### src/rtl/alu_flag_writeback.sv
// Writeback stage after the ALU: evaluates conditional execution against the
// architectural C/Z flags, updates them, and holds a register-file write until accepted.
module alu_flag_writeback #(
  parameter int WIDTH = 16,
  parameter int RA_W  = 3
) (
  input  logic             clk,
  input  logic             reset,
  input  logic             in_valid,
  output logic             in_ready,
  input  logic [3:0]       opcode,
  input  logic [1:0]       cz,
  input  logic [RA_W-1:0]  dest,
  input  logic [WIDTH-1:0] alu_out,
  input  logic             alu_carry,
  input  logic             alu_zero,
  input  logic [WIDTH-1:0] mem_data,
  output logic             rf_we,
  input  logic             rf_ready,
  output logic [RA_W-1:0]  rf_waddr,
  output logic [WIDTH-1:0] rf_wdata,
  output logic             pc_write,
  output logic             carry_flag,
  output logic             zero_flag,
  output logic             done,
  output logic             skipped
);

  typedef enum logic [1:0] {IDLE, EVAL, WRITE} state_t;

  localparam logic [3:0] OP_ADD  = 4'b0000;
  localparam logic [3:0] OP_ADI  = 4'b0001;
  localparam logic [3:0] OP_NAND = 4'b0010;
  localparam logic [3:0] OP_LHI  = 4'b0011;
  localparam logic [3:0] OP_LW   = 4'b0100;

  state_t state_reg, state_next;

  logic [3:0]       op_reg;
  logic [1:0]       cz_reg;
  logic [RA_W-1:0]  dest_reg;
  logic [WIDTH-1:0] alu_reg, mem_reg;
  logic             acarry_reg, azero_reg;

  logic             carry_reg, carry_next;
  logic             zero_reg, zero_next;
  logic             we_reg, we_next;
  logic [RA_W-1:0]  waddr_reg, waddr_next;
  logic [WIDTH-1:0] wdata_reg, wdata_next;
  logic             pcw_reg, pcw_next;
  logic             done_reg, done_next;
  logic             skip_reg, skip_next;

  logic       known_op;
  logic [1:0] eff_cz;
  logic       exec;

  // Only the ADD and NAND groups honour cz; everything else executes unconditionally.
  assign known_op = (op_reg <= OP_LW);
  assign eff_cz   = (op_reg == OP_ADD || op_reg == OP_NAND) ? cz_reg : 2'b00;
  assign exec     = (eff_cz == 2'b10) ? carry_reg :
                    (eff_cz == 2'b01) ? zero_reg  : 1'b1;

  always_ff @(posedge clk) begin
    if (reset) begin
      state_reg  <= IDLE;
      op_reg     <= '0;
      cz_reg     <= '0;
      dest_reg   <= '0;
      alu_reg    <= '0;
      mem_reg    <= '0;
      acarry_reg <= 1'b0;
      azero_reg  <= 1'b0;
      carry_reg  <= 1'b0;
      zero_reg   <= 1'b0;
      we_reg     <= 1'b0;
      waddr_reg  <= '0;
      wdata_reg  <= '0;
      pcw_reg    <= 1'b0;
      done_reg   <= 1'b0;
      skip_reg   <= 1'b0;
    end else begin
      state_reg <= state_next;
      if (state_reg == IDLE && in_valid) begin
        op_reg     <= opcode;
        cz_reg     <= cz;
        dest_reg   <= dest;
        alu_reg    <= alu_out;
        mem_reg    <= mem_data;
        acarry_reg <= alu_carry;
        azero_reg  <= alu_zero;
      end
      carry_reg <= carry_next;
      zero_reg  <= zero_next;
      we_reg    <= we_next;
      waddr_reg <= waddr_next;
      wdata_reg <= wdata_next;
      pcw_reg   <= pcw_next;
      done_reg  <= done_next;
      skip_reg  <= skip_next;
    end
  end

  always_comb begin
    state_next = state_reg;
    case (state_reg)
      IDLE:    if (in_valid) state_next = EVAL;
      EVAL:    state_next = (exec && known_op) ? WRITE : IDLE;
      WRITE:   if (rf_ready) state_next = IDLE;
      default: state_next = IDLE;
    endcase
  end

  always_comb begin
    carry_next = carry_reg;
    zero_next  = zero_reg;
    we_next    = we_reg;
    waddr_next = waddr_reg;
    wdata_next = wdata_reg;
    pcw_next   = pcw_reg;
    done_next  = 1'b0;
    skip_next  = 1'b0;
    case (state_reg)
      EVAL: begin
        if (!exec) begin
          done_next = 1'b1;
          skip_next = 1'b1;
        end else if (!known_op) begin
          done_next = 1'b1;
        end else begin
          case (op_reg)
            OP_ADD, OP_ADI: begin
              carry_next = acarry_reg;
              zero_next  = azero_reg;
            end
            OP_NAND: zero_next = azero_reg;
            OP_LW:   zero_next = (mem_reg == '0);
            default: ;
          endcase
          we_next    = 1'b1;
          waddr_next = dest_reg;
          wdata_next = (op_reg == OP_LW) ? mem_reg : alu_reg;
          pcw_next   = (dest_reg == RA_W'(7));
        end
      end
      WRITE: begin
        if (rf_ready) begin
          we_next   = 1'b0;
          pcw_next  = 1'b0;
          done_next = 1'b1;
        end
      end
      default: ;
    endcase
  end

  assign in_ready   = (state_reg == IDLE);
  assign rf_we      = we_reg;
  assign rf_waddr   = waddr_reg;
  assign rf_wdata   = wdata_reg;
  assign pc_write   = pcw_reg;
  assign carry_flag = carry_reg;
  assign zero_flag  = zero_reg;
  assign done       = done_reg;
  assign skipped    = skip_reg;

endmodule

### config.mk
export PLATFORM = sky130hd
export DESIGN_NAME = alu_flag_writeback
export DESIGN_NICKNAME = d
export VERILOG_FILES = /design/src/rtl/alu_flag_writeback.sv
export SDC_FILE = /design/constraint.sdc
export NUM_CORES = 1
export LEC_CHECK = 0
export ABC_AREA = 1
export CAP_MARGIN = 10
export CORE_UTILIZATION = 35
export CTS_CLUSTER_SIZE = 10
export DETAILED_ROUTE_END_ITERATION = 10
export PLACE_DENSITY = 0.72
export SLEW_MARGIN = 10
export SYNTH_ARGS = -nofsm -noshare
export SYNTH_HDL_FRONTEND = slang
export SYNTH_SLANG_ARGS = --single-unit
export TNS_END_PERCENT = 1
### constraint.sdc
create_clock -name clk -period 1.3 [get_ports clk]
set_clock_uncertainty 0.1 [all_clocks]
set_input_delay 0.195 -clock clk [delete_from_list [all_inputs] [get_ports clk]]
set_output_delay 0.195 -clock clk [all_outputs]
set_load 0.02 [all_outputs]
Word level (Yosys, flattened, before mapping)

Cells that the tools add are included.
W data, S select, Z words.

Add/subtract/negate cells: 0
$mul: 0
Div/mod/pow operators: 0
Magnitude comparators: 1
Eq/ne operators: 12
Shifts and indexed selects: 0
Muxes and demuxes: 21
Bitwise gates (word level): 1
Reduce and logical (&&, ||, !) cells: 16

Operators by type and width:

| kind                 | number |
|---|---|
| $logic_not A16 Y1    | 1 |
| $mux W16             | 1 |
| $reduce_and A4 Y1    | 3 |
| $mux W1              | 11 |
| $mux W2              | 4 |
| $ne A2 B2 Y1 const B | 4 |
| $pmux W1 S2          | 4 |
| $pmux W2 S3          | 1 |
| $eq A2 B1 Y1 const B | 2 |
| $eq A2 B2 Y1 const B | 2 |
| $eq A4 B1 Y1 const B | 1 |
| $eq A4 B2 Y1 const B | 1 |
| $eq A4 B3 Y1 const B | 1 |
| $le A4 B3 Y1 const B | 1 |
| $logic_not A4 Y1     | 1 |
| $reduce_bool A2 Y1   | 2 |
| $reduce_or A2 Y1     | 2 |
| $eq A3 B3 Y1 const B | 1 |
| $reduce_and A3 Y1    | 1 |
| $reduce_or A3 Y1     | 1 |
| $logic_and A1 B1 Y1  | 2 |
| $logic_not A2 Y1     | 1 |
| $reduce_and A2 Y1    | 1 |
| $logic_or A1 B1 Y1   | 1 |
| $not A1 Y1           | 1 |

Bits in registers: 70
Latch bits: 0
RAM bits: 0
Bits in read-only memories: 0
Input bits: 47
Memories: 0

Logic depth before layout (Yosys ltp)

Gate-level depths: netlist of run 1.

Word-level depth: 9
Mapped depth: 10

Worst setup path before layout of run 1

Ideal clock, no wire load.

Path kind: register to register
Start: register state_reg[0]
End: register alu_reg[3]
Library setup time: 0.128 ns
Data arrival time: 1.292 ns
Path slack: -0.221 ns
Cell stages (with the launch flop): 7
Path buffers: 2
Cell sequence: dfxtp_1 > inv_1 > ha_1 > nand2_1 > buf_2 > clkbuf_1 > a21oi_1

Word-level cells in the longest chain between the ends: 2

Ends and longest elaborated chain:

| item                     | line | RTL |
|---|---|---|
| start: declaration       | 37   | `state_t state_reg, state_next;` |
| start signal: assignment | 83   | `state_reg <= state_next;` |
| $logic_not A2 Y1         | -    |  |
| net in_ready             | 10   | `output logic in_ready,` |
| $logic_and A1 B1 Y1      | 84   | `if (state_reg == IDLE && in_valid) begin` |
| end signal: assignment   | 88   | `alu_reg <= alu_out;` |
| end: declaration         | 42   | `logic [WIDTH-1:0] alu_reg, mem_reg;` |

The timed path passes the listed nets, and every way through them passes these cells.
A chain may end at the register's enable or synchronous reset.

Worst setup path in the final report of run 1

Start: register state_reg[1]
End: register wdata_reg[10] (netlist: rf_wdata[10])

Word-level cells in the longest chain between the ends: 2

Ends and longest elaborated chain:

| item                        | line | RTL |
|---|---|---|
| $eq A2 B1 Y1                | 123  | `case (state_reg)` |
| $reduce_and A3 Y1 (no line) | -    |  |
| end signal: assignment      | 97   | `wdata_reg <= wdata_next;` |
| end: declaration            | 49   | `logic [WIDTH-1:0] wdata_reg, wdata_next;` |

Every way passes these cells.

==> summary.md, run 1 <==
| Metric | Value |
|---|---|
| Final Critical Period | 1.45 ns |
| Vias | 2760 |
| Mux cell area share after synthesis | 0% |
| Synth Area per Inst | 7.35 um^2 |
| Simple-gate share of the synthesized area | 20.8% |
| DRT iter0 DRCs | 98 |
| Final Hold Vio Count | 0 |
| Post-Syn Area | 0.00284 mm^2 |
| Total core area | 0.00777 mm^2 |
| Final WL | 7370 um |
| Synth Area in Compound Gates | 20.0% |
| Worst Setup End Kind | flip-flop |
| H-tree depth | 3 |
| Synth Area in XOR/XNOR | 0% |
| N_diodes | 0 |
| Syn Inst Count | 386 |
| Layout cell share with drive strength beyond 1 | 24.4% |
| ANT nets after route | 0 |
| Flop pwr share | 43.2% |
| Initial core utilization | 36.5% |
| Final setup fails | 32 |
| Post-route DRC | 0 |
| Cell-internal power | 4.07 mW |
| Fin worst setup slack | -0.152 ns |
| Total CTS buffers | 9 |
| Layout area overhead | 46.6% |
| Syn nets | 436 |
| Highest clock rate | 689 MHz |
| Post-synth top flop | dfxtp_1 |
| Failing checks | negative setup slack |
| Nets@finish | 524 |
| Number of synthesized register bits | 70 |
| CTS Sinks | 70 |
| Initial antenna violation count | 0 |
| Required @ worst endpoint | 1.44 ns |
| Comb pwr share | 28.9% |
| Yosys cell types | 25 |
| DP Worst Slack | -0.177 ns |
| CP Data Arrival Time | 1.59 ns |
| Wirelength per Cell | 12.7 um |
| First-pass GRT wire length | 11600 um |
| CP startpoint kind | flip-flop |
| Worst-Skew Late Latency | 0.34 ns |
| Row cnt | 32 |
| Vias in the first global route | 2684 |
| Dpl hpwl | 4900 um |
| GP Congestion | 0.865 |
| GRT Total Usage | 17.3% |
| Root Buffer | clkbuf_8 |
| Pwr dens | 1430 mW/mm^2 |
| Sw Ratio | 31.8% |
| DRT Pass-1 Iters | 4 |
| Fin util | 53.6% |
| Largest net degree at the start of global routing | 65 |
| IO Pins | 73 |
| Synth warn | 0 |
| Max Root-Sink Buffers | 2 |
| Total power draw | 5.96 mW |
| Max Cap Viol | 0 |
| Vias per Instance | 4.75 |
| Post-Synth Adder-Cell Area | 1.32% |
| Die height | 92.1 um |
| Die width | 92.1 um |
| Total grt overflow | 0 |
| Switching Power | 1.89 mW |
| Worst slew margin | 79.5% |
| Worst VDD drop | 0.750 mV |
| Clk pwr share | 27.9% |
| Port-buffer cells | 72 |
| Sequential fraction of the synthesis area | 49.4% |
| Final setup TNS | -3.08 ns |
| Cell leakage power | 1.70 nW |
| EDFF count, synth | 0 |
| Largest family of logic cells by synthesized area | simple AND/OR/NAND/NOR gates |
| Async set-or-reset flop fraction in the synthesized netlist | 0% |
| Die footprint | 0.00848 mm^2 |
| Final Max Tran Viols | 0 |
| CTS tree | yes |
| Worst Tran Pin Value | 0.307 ns |
| Hold crit path type | primary input to flip-flop |
| Critical path fanouts, max | 7 |
| Final period util | 112% |
| Post-CTS Hold Fix Bufs | 0 |
| Status | finished, violations left |
| Setup CP Type | flip-flop to flip-flop |
| Clk pin slew, worst setup/hold paths | 0.07 ns |
| RSZ-0062 raised after global routing | yes |
synth_stat cells, types with 2 or more instances:
cell type   n  area, um^2
a21oi_1    27         135
a21oi_2     2        17.5
buf_2       5        25.0
buf_6       3        33.8
clkbuf_1   12        45.0
clkinv_1    2        7.51
dfxtp_1    70        1400
ha_1        3        37.5
inv_1      31         116
nand2_1    38         143
nand3_1    11        55.1
nand4_1     2        12.5
nor2_1     93         349
o21ai_0    76         380
what timing repair did:
action,CTS,global route
resized for setup,87,89
setup endpoints to repair,93,85
buffers inserted,0,2
pin swaps,4,6
cloned,0,1
stage by stage:
stage / std cells / hold slack [ns] / cell area, um^2
after floorplan: 386 / 0.157 / 2900
after global placement: 562 / 0.343 / 3870
after detailed placement: 562 / 0.349 / 3870
after CTS: 578 / 0.355 / 4070
after global routing: 581 / 0.372 / 4160
final: 581 / 0.354 / 4160
layout make-up:
cell class                      instances  area, um^2
Clock inverter                          4        47.5
Sequential cell                        70        1410
Timing Repair Buffer                   99         933
Tap cell                              102         128
Inverter                               34         140
Multi-Input combinational cell        260        1370
Fill cell                             723        3600
Clock buffer                           12         135
cell usage in the layout, fill, tap and decap left out, drive strengths merged:
master         synthesis  routed
o21a                   1       1
clkinv                 2       4
inv                   32      32
dfxtp                 70      70
bufinv                 0       1
nand4                  2       2
buf                    9      28
clkdlybuf4s50          0      46
clkbuf                13      29
nand3b                 1       1
a31oi                  1       1
ha                     3       3
nand3                 12      12
clkinvlp               0       1
a21oi                 29      29
clkdlybuf4s15          0       8
nand2                 39      39
nor2                  94      94
o21ai                 78      78
routing by layer:
metal / global-route usage (%) / wire [um]
met5: 0 / 0
met4: 9.90 / 112
met3: 3.40 / 289
met2: 30.1 / 3760
met1: 19.7 / 3200
logic make-up (layout without fill, tap and decap cells):
family          Yosys count  in the layout
fa+ha+maj                 3              3
simple gates            148            148
compound gates          109            109
buf+inv                  56            149
flops                    70             70
power by group through the flow:
stage               clock network [mW]  logic [mW]  registers (mW)
finish                            1.66        1.72            2.58
global route                      1.77        1.91            2.61
CTS                               1.70        1.59            2.57
detailed placement                   0        1.60            2.61
global placement                     0        1.56            2.60
floorplan                            0       0.831            2.70
path summary, 6_finish.rpt:
check | start | to | slack, ns | cells after the start
worst min-delay path | mem_data[14] | mem_reg[14] | 0.35 | 3
worst max-delay path | state_reg[1] | rf_wdata[10] | -0.15 | 8
worst min register to register | alu_reg[3] | alu_reg[3] | 0.36 | 2
worst max register to register | state_reg[1] | rf_wdata[10] | -0.15 | 8
worst max-delay path, stage by stage, from the launching register on:
cell and delay (ns):
dfxtp_4 0.37, inv_6 0.07, ha_4 0.13, inv_2 0.05
a21oi_4 0.15, nand2_4 0.12, clkbuf_16 0.19, o21ai_2 0.12
nor2_1 0.05
Power figures use the tool's default switching activity.
==> run 2, diff against run 1 <==
- CELL_PAD_IN_SITES_DETAIL_PLACEMENT: unset -> 1
- CELL_PAD_IN_SITES_GLOBAL_PLACEMENT: unset -> 2
- CORE_UTILIZATION: 35 -> 26
- PLACE_DENSITY: 0.72 -> 0.86
- clock period: 1.3 -> 1.5 ns (I/O delays scaled with it)
==> run 2 against run 1 <==
Compared with the run above: the run now ends clean; utilization is 14 points lower; sequential power shrank 14%; setup slack gained 0.17 ns; combinational power decreased by 17%; fmax fell by 2.2%; sequential share of layout area up 0.23 points; design area decreased by 1.3%; global-route usage fell by 2.2 points; clock-buffer cell count is 1 higher; critical path depth is the same; total power decreased by 13%; wire length increased by 13%; highest routed layer unchanged.
==> summary.md, run 2 (synthesis gave the netlist of run 1 again) <==
| Metric | Value |
|---|---|
| Flop pwr share | 42.7% (-0.5 points) |
| Worst Tran Pin Value | 0.259 ns (-0.0484 ns) |
| RSZ-0062 raised after global routing | yes |
| Final Hold Vio Count | 0 (unchanged) |
| Switching Power | 1.63 mW (-14%) |
| Vias in the first global route | 2777 (+3.5%) |
| First-pass GRT wire length | 13300 um (+15%) |
| CTS Sinks | 70 (unchanged) |
| Reg area | 0.00140 mm^2 (-0.62%) |
| Layout cell share with drive strength beyond 1 | 13.6% (-11 points) |
| DP Worst Slack | -0.0711 ns (+0.106 ns) |
| Max Root-Sink Buffers | 2 (unchanged) |
| Commonest non-fill, non-tap cells in the layout | nor2_1 (86), dfxtp_1 (68), clkdlybuf4s50_1 (46) |
| Wirelength per Cell | 13.7 um (+8.4%) |
| Final setup fails | 0 (-100%) |
| GRT Total Usage | 15.1% (-2.2 points) |
| H-tree depth | 3 (unchanged) |
| Worst-Skew Late Latency | 0.35 ns (about the same) |
| Post-route DRC | 0 (unchanged) |
| Worst slew margin | 82.7% (+3.2 points) |
| Highest clock rate | 673 MHz (-2.2%) |
| Total grt overflow | 0 (unchanged) |
| IO Pins | 73 (unchanged) |
| Port-buffer cells | 72 (unchanged) |
| Setup CP Type | flip-flop to flip-flop |
| Final period util | 99.0% (-13 points) |
| Comb pwr share | 27.3% (-1.6 points) |
| CP Data Arrival Time | 1.62 ns (+0.03 ns) |
| Final Max Tran Viols | 0 (unchanged) |
| Fin worst setup slack | 0.0152 ns (+0.167 ns) |
| Setup repair bufs after CTS | 0 (unchanged) |
| Worst VDD drop | 0.531 mV (-29%) |
| Total core area | 0.0105 mm^2 (+35%) |
| Status | finished, final reports clean |
| Max Cap Viol | 0 (unchanged) |
| Root Buffer | clkbuf_8 |
| ANT nets after route | 0 (unchanged) |
| CTS tree | yes |
| Total CTS buffers | 9 (unchanged) |
| Vias | 2741 (-0.69%) |
| Cell-internal power | 3.58 mW (-12%) |
| Clk pin slew, worst setup/hold paths | 0.08 ns (about the same) |
| Hold WS | 0.359 ns (+0.00558 ns) |
| Dpl hpwl | 5960 um (+22%) |
| Sw Ratio | 31.3% (-0.47 points) |
| Final WL | 8360 um (+13%) |
| Vias per Instance | 4.51 (-5.1%) |
| CP startpoint kind | flip-flop |
| Pwr dens | 1270 mW/mm^2 (-12%) |
| Multi-input gate area | 0.00126 mm^2 (-7.8%) |
| Cell leakage power | 1.73 nW (+1.9%) |
| N_diodes | 0 (unchanged) |
| Required @ worst endpoint | 1.64 ns (+0.20 ns) |
| FF-to-FF setup slack | 0.02 ns (+0.17 ns) |
| Worst Setup End Kind | flip-flop |
| Clk pwr share | 29.9% (+2.0 points) |
| Die width | 106 um (+16%) |
| Commonest non-fill, non-tap cell in the layout | nor2_1 |
| Die height | 106 um (+16%) |
| Row cnt | 37 (+16%) |
| Largest net degree at the start of global routing | 42 (-35%) |
| Hold crit path type | flip-flop to flip-flop |
| Initial core utilization | 27.1% (-9.4 points) |
| GP Congestion | 0.745 (-14%) |
| DRT Pass-1 Iters | 4 (unchanged) |
| DRT iter0 DRCs | 97 (-1.0%) |
| Critical path fanouts, max | 14 (+7) |
| Initial antenna violation count | 0 (unchanged) |
| Die footprint | 0.0113 mm^2 (+34%) |
| Final Critical Period | 1.48 ns (+0.0326 ns) |
| Nets@finish | 517 (-1.3%) |
| Layout area overhead | 44.7% |
| Fillers | 1306 (+81%) |
-- run 2: cell types whose count changed in the layout (fill, tap and decap cells not counted), moves of 4 or more --
cell / change
buf_4: -8
clkdlybuf4s15_1: -5
o21ai_0: +17
o21ai_2: -17
nand2_1: +4
dlygate4sd2_1: +25
nand2_2: -4
clkbuf_2: -15
-- run 2: worst max-delay path, cell delays in order (launching register included) --
cell and delay (ns):
dfxtp_2 0.33, inv_2 0.07, ha_2 0.18, inv_1 0.06
a21oi_2 0.17, nand2_4 0.10, buf_12 0.15, o21ai_0 0.15
nor2_1 0.05
-- run 2: metal layers --
layer,track usage (%),vias to the layer above,part of all wire [%]
met5,0,-,0
met4,5.09,0,1.1
met3,3.80,6,3.4
met2,25.6,44,48
met1,18.7,1283,48
li1,-,1408,-
-- run 2: stage by stage --
step           area, um^2  util, %  power (mW)  TNS, ns  cells
6_report             4110     39.3        5.20        0    608
3_3_place_gp         3850     36.8        3.61        0    591
3_5_place_dp         3850     36.8        3.66    -1.53    591
5_1_grt              4110     39.3        5.55    -1.15    608
2_1_floorplan        2840        -        3.02   -0.457    386
4_1_cts              4030     38.5        5.18   -0.639    607
-- run 2: layout make-up --
cell class,instances,area share [%]
repair buffers,92,23.0
multi-input cells,260,30.7
clock buffers,13,3.87
flip-flops and latches,70,34.2
clock inverters,3,1.04
inverters,34,3.17
well taps,136,4.14
-- run 2: timing repair --
| action | in CTS | in global routing |
|---|---|---|
| endpoints found under the hold margin | 0 | 0 |
| pin swaps | 0 | 4 |
| hold buffers | 0 | 0 |
| cloned | 0 | 1 |
| gates resized for setup | 41 | 47 |
| setup endpoints to repair | 89 | 65 |
-- run 2: path summary, 6_finish.rpt --
kind	from	endpoint	depth (start not counted)
max	state_reg[1]	rf_wdata[1]	8
min	alu_reg[3]	alu_reg[3]	2
max reg2reg	state_reg[1]	rf_wdata[1]	8
min reg2reg	alu_reg[3]	alu_reg[3]	2
-- run 2: power groups by stage --
stage	clock network (mW)	registers (mW)	logic (mW)
4_1_cts	1.61	2.22	1.36
6_report	1.56	2.22	1.42
3_3_place_gp	0	2.25	1.36
5_1_grt	1.72	2.25	1.58
2_1_floorplan	0	2.33	0.684
3_5_place_dp	0	2.26	1.40
==> run 3, diff against run 2 <==
==> constraint.sdc (replaced) <==
create_clock -name clk -period 1.5 [get_ports clk]
set_clock_uncertainty 0.1 [all_clocks]
set_input_delay 0.15 -clock clk [delete_from_list [all_inputs] [get_ports clk]]
set_output_delay 0.15 -clock clk [all_outputs]
set_load 0.02 [all_outputs]
==> run 3 against run 2 <==
Compared with the run above: the run now ends with negative setup slack left; fmax fell by 1.0%; critical endpoint is now rf_waddr[2]; global-route usage rose by 0.074 points; cell count is 0.49% lower; sequential cell count unchanged; utilization about the same; critical path depth increased by 1; clock power increased by 31%; first-iteration DRC count is 35% lower; setup slack worse by 0.016 ns.
==> summary.md, run 3 (synthesis gave the netlist of run 1 again) <==
| Metric | Value |
|---|---|
| Highest clock rate | 666 MHz (-1.0%) |
| Dpl hpwl | 5790 um (-2.9%) |
| Vias | 2725 (-0.58%) |
| Switching Power | 1.62 mW (-0.69%) |
| Layout area overhead | 44.6% |
| RSZ-0062 raised after global routing | yes |
| Final period util | 100% (+1.0 points) |
| Vias per Instance | 4.50 (about the same) |
| Worst slew margin | 83.6% (+0.94 points) |
| DRT Pass-1 Iters | 4 (unchanged) |
| Critical path fanouts, max | 9 (-5) |
| N_diodes | 0 (unchanged) |
| Sw Ratio | 28.9% (-2.4 points) |
| Row cnt | 37 (unchanged) |
| Max Root-Sink Buffers | 2 (unchanged) |
| Worst Setup End Kind | flip-flop |
| Port-buffer cells | 72 (unchanged) |
| Cell leakage power | 1.74 nW (+0.83%) |
| Clk pwr share | 36.5% (+6.6 points) |
| Flop pwr share | 39.6% (-3.1 points) |
| Placed cells | 588 (-0.51%) |
| Total grt overflow | 0 (unchanged) |
| Fin worst setup slack | -0.000496 ns (-0.0157 ns) |
| Fin area | 0.00410 mm^2 (-0.12%) |
| Die height | 106 um (unchanged) |
| Final WL | 8200 um (-1.9%) |
| Largest net degree at the start of global routing | 42 (unchanged) |
| CTS tree | yes |
| Status | finished, violations left |
| Final Critical Period | 1.50 ns (+0.0157 ns) |
| Worst-Skew Late Latency | 0.35 ns (about the same) |
| Nets@finish | 514 (-0.58%) |
| Total core area | 0.0105 mm^2 (unchanged) |
| Final Max Tran Viols | 0 (unchanged) |
| IO Pins | 73 (unchanged) |
| Initial antenna violation count | 0 (unchanged) |
| Vias in the first global route | 2723 (-1.9%) |
| Commonest non-fill, non-tap cells in the layout | nor2_1 (91), dfxtp_1 (68), o21ai_0 (49) |
| Wirelength per Cell | 13.6 um (-1.4%) |
| GP Congestion | 0.785 (+5.4%) |
| Cell-internal power | 3.99 mW (+12%) |
| Max Cap Viol | 0 (unchanged) |
| Required @ worst endpoint | 1.67 ns (+0.03 ns) |
| Hold WS | 0.324 ns (-0.0351 ns) |
| Fillers | 1307 (+0.077%) |
| Hold crit path type | primary input to flip-flop |
| First-pass GRT wire length | 13200 um (-0.41%) |
| H-tree depth | 3 (unchanged) |
| Fin util | 39.2% (-0.048 points) |
| Comb pwr share | 24.0% (-3.3 points) |
| DP Area | 0.00381 mm^2 (-0.91%) |
| GRT Total Usage | 15.2% (+0.074 points) |
| Root Buffer | clkbuf_8 |
| Clk pin slew, worst setup/hold paths | 0.08 ns (about the same) |
| Post-CTS Hold Fix Bufs | 0 (unchanged) |
| Final Hold Vio Count | 0 (unchanged) |
| CP startpoint kind | flip-flop |
| CTS Sinks | 70 (unchanged) |
| Commonest non-fill, non-tap cell in the layout | nor2_1 |
| Final std cells w/o fill | 605 (-0.49%) |
| Die width | 106 um (unchanged) |
| Pwr dens | 1370 mW/mm^2 (+7.8%) |
| Die footprint | 0.0113 mm^2 (unchanged) |
| Total CTS buffers | 9 (unchanged) |
| Setup CP Type | flip-flop to flip-flop |
| Final setup fails | 1 (+1) |
| Layout cell share with drive strength beyond 1 | 11.3% (-2.3 points) |
| Failing checks | negative setup slack |
| DRT iter0 DRCs | 63 (-35%) |
| ANT nets after route | 0 (unchanged) |
| Worst Tran Pin Value | 0.243 ns (-0.0159 ns) |
| Initial core utilization | 27.1% (unchanged) |
| CP Data Arrival Time | 1.67 ns (+0.05 ns) |
| Worst VDD drop | 0.519 mV (-2.4%) |
| Post-route DRC | 0 (unchanged) |
[run 3: cell types whose count changed in the layout (fill, tap and decap cells not counted), moves of 3 or more]
cell	change
nor2_2	-5
o21ai_1	-7
o21ai_0	+8
bufinv_16	+3
nor2_1	+5
[run 3: final cells by class]
class | instances | area, um^2 | share of cell area [%]
flip-flops and latches | 70 | 1400 | 34.2
clock inverters | 6 | 133 | 3.23
repair buffers | 89 | 905 | 22.0
multi-input cells | 260 | 1220 | 29.8
clock buffers | 10 | 138 | 3.35
inverters | 34 | 130 | 3.17
well taps | 136 | 170 | 4.15
[run 3: worst max-delay path, cell delays in order (launching register included)]
cell and delay (ns):
dfxtp_2 0.33, inv_2 0.06, ha_2 0.18, inv_1 0.07
a21oi_2 0.18, nand2_4 0.10, inv_4 0.10, buf_12 0.13
nor2_1 0.06, nor2_1 0.12
[run 3: timing repair]
item,in CTS,in global routing
buffers inserted,0,0
endpoints found under the setup margin,48,67
pin swaps,0,3
gates cloned,0,1
gates resized for setup,28,39
[run 3: power by group through the flow]
stage          Sequential, mW  Clock, mW  Combinational, mW
2_1_floorplan            2.33          0              0.684
3_3_place_gp             2.26          0               1.33
3_5_place_dp             2.26          0               1.36
4_1_cts                  2.22       2.08               1.31
5_1_grt                  2.25       2.17               1.51
6_report                 2.22       2.04               1.34
[run 3: final timing paths]
check	start	endpoint	slack, ns	depth (start not counted)
min reg2reg	rf_we	rf_we	0.36	2
max reg2reg	state_reg[1]	rf_waddr[2]	-0.0005	9
max	state_reg[1]	rf_waddr[2]	-0.0005	9
min	alu_out[13]	alu_reg[13]	0.32	3
[run 3: stage by stage]
step | TNS, ns | setup WS, ns | power (mW)
global route | -1.37 | -0.104 | 5.93
finish | -0.000496 | -0.000496 | 5.61
CTS | -1.02 | -0.124 | 5.61
floorplan | -0.457 | -0.0167 | 3.02
detailed placement | -0.102 | -0.0556 | 3.62
global placement | -0.0347 | -0.0347 | 3.59
[run 3: routing by layer]
layer | track usage (%) | routed length, um | part of all wire [%] | up-vias
li1 | - | - | - | 1399
met1 | 18.4 | 3700 | 45 | 1270
met2 | 26.0 | 4050 | 49 | 45
met3 | 2.82 | 307 | 3.7 | 11
met4 | 7.14 | 144 | 1.8 | 0
met5 | 0 | 0 | 0 | -
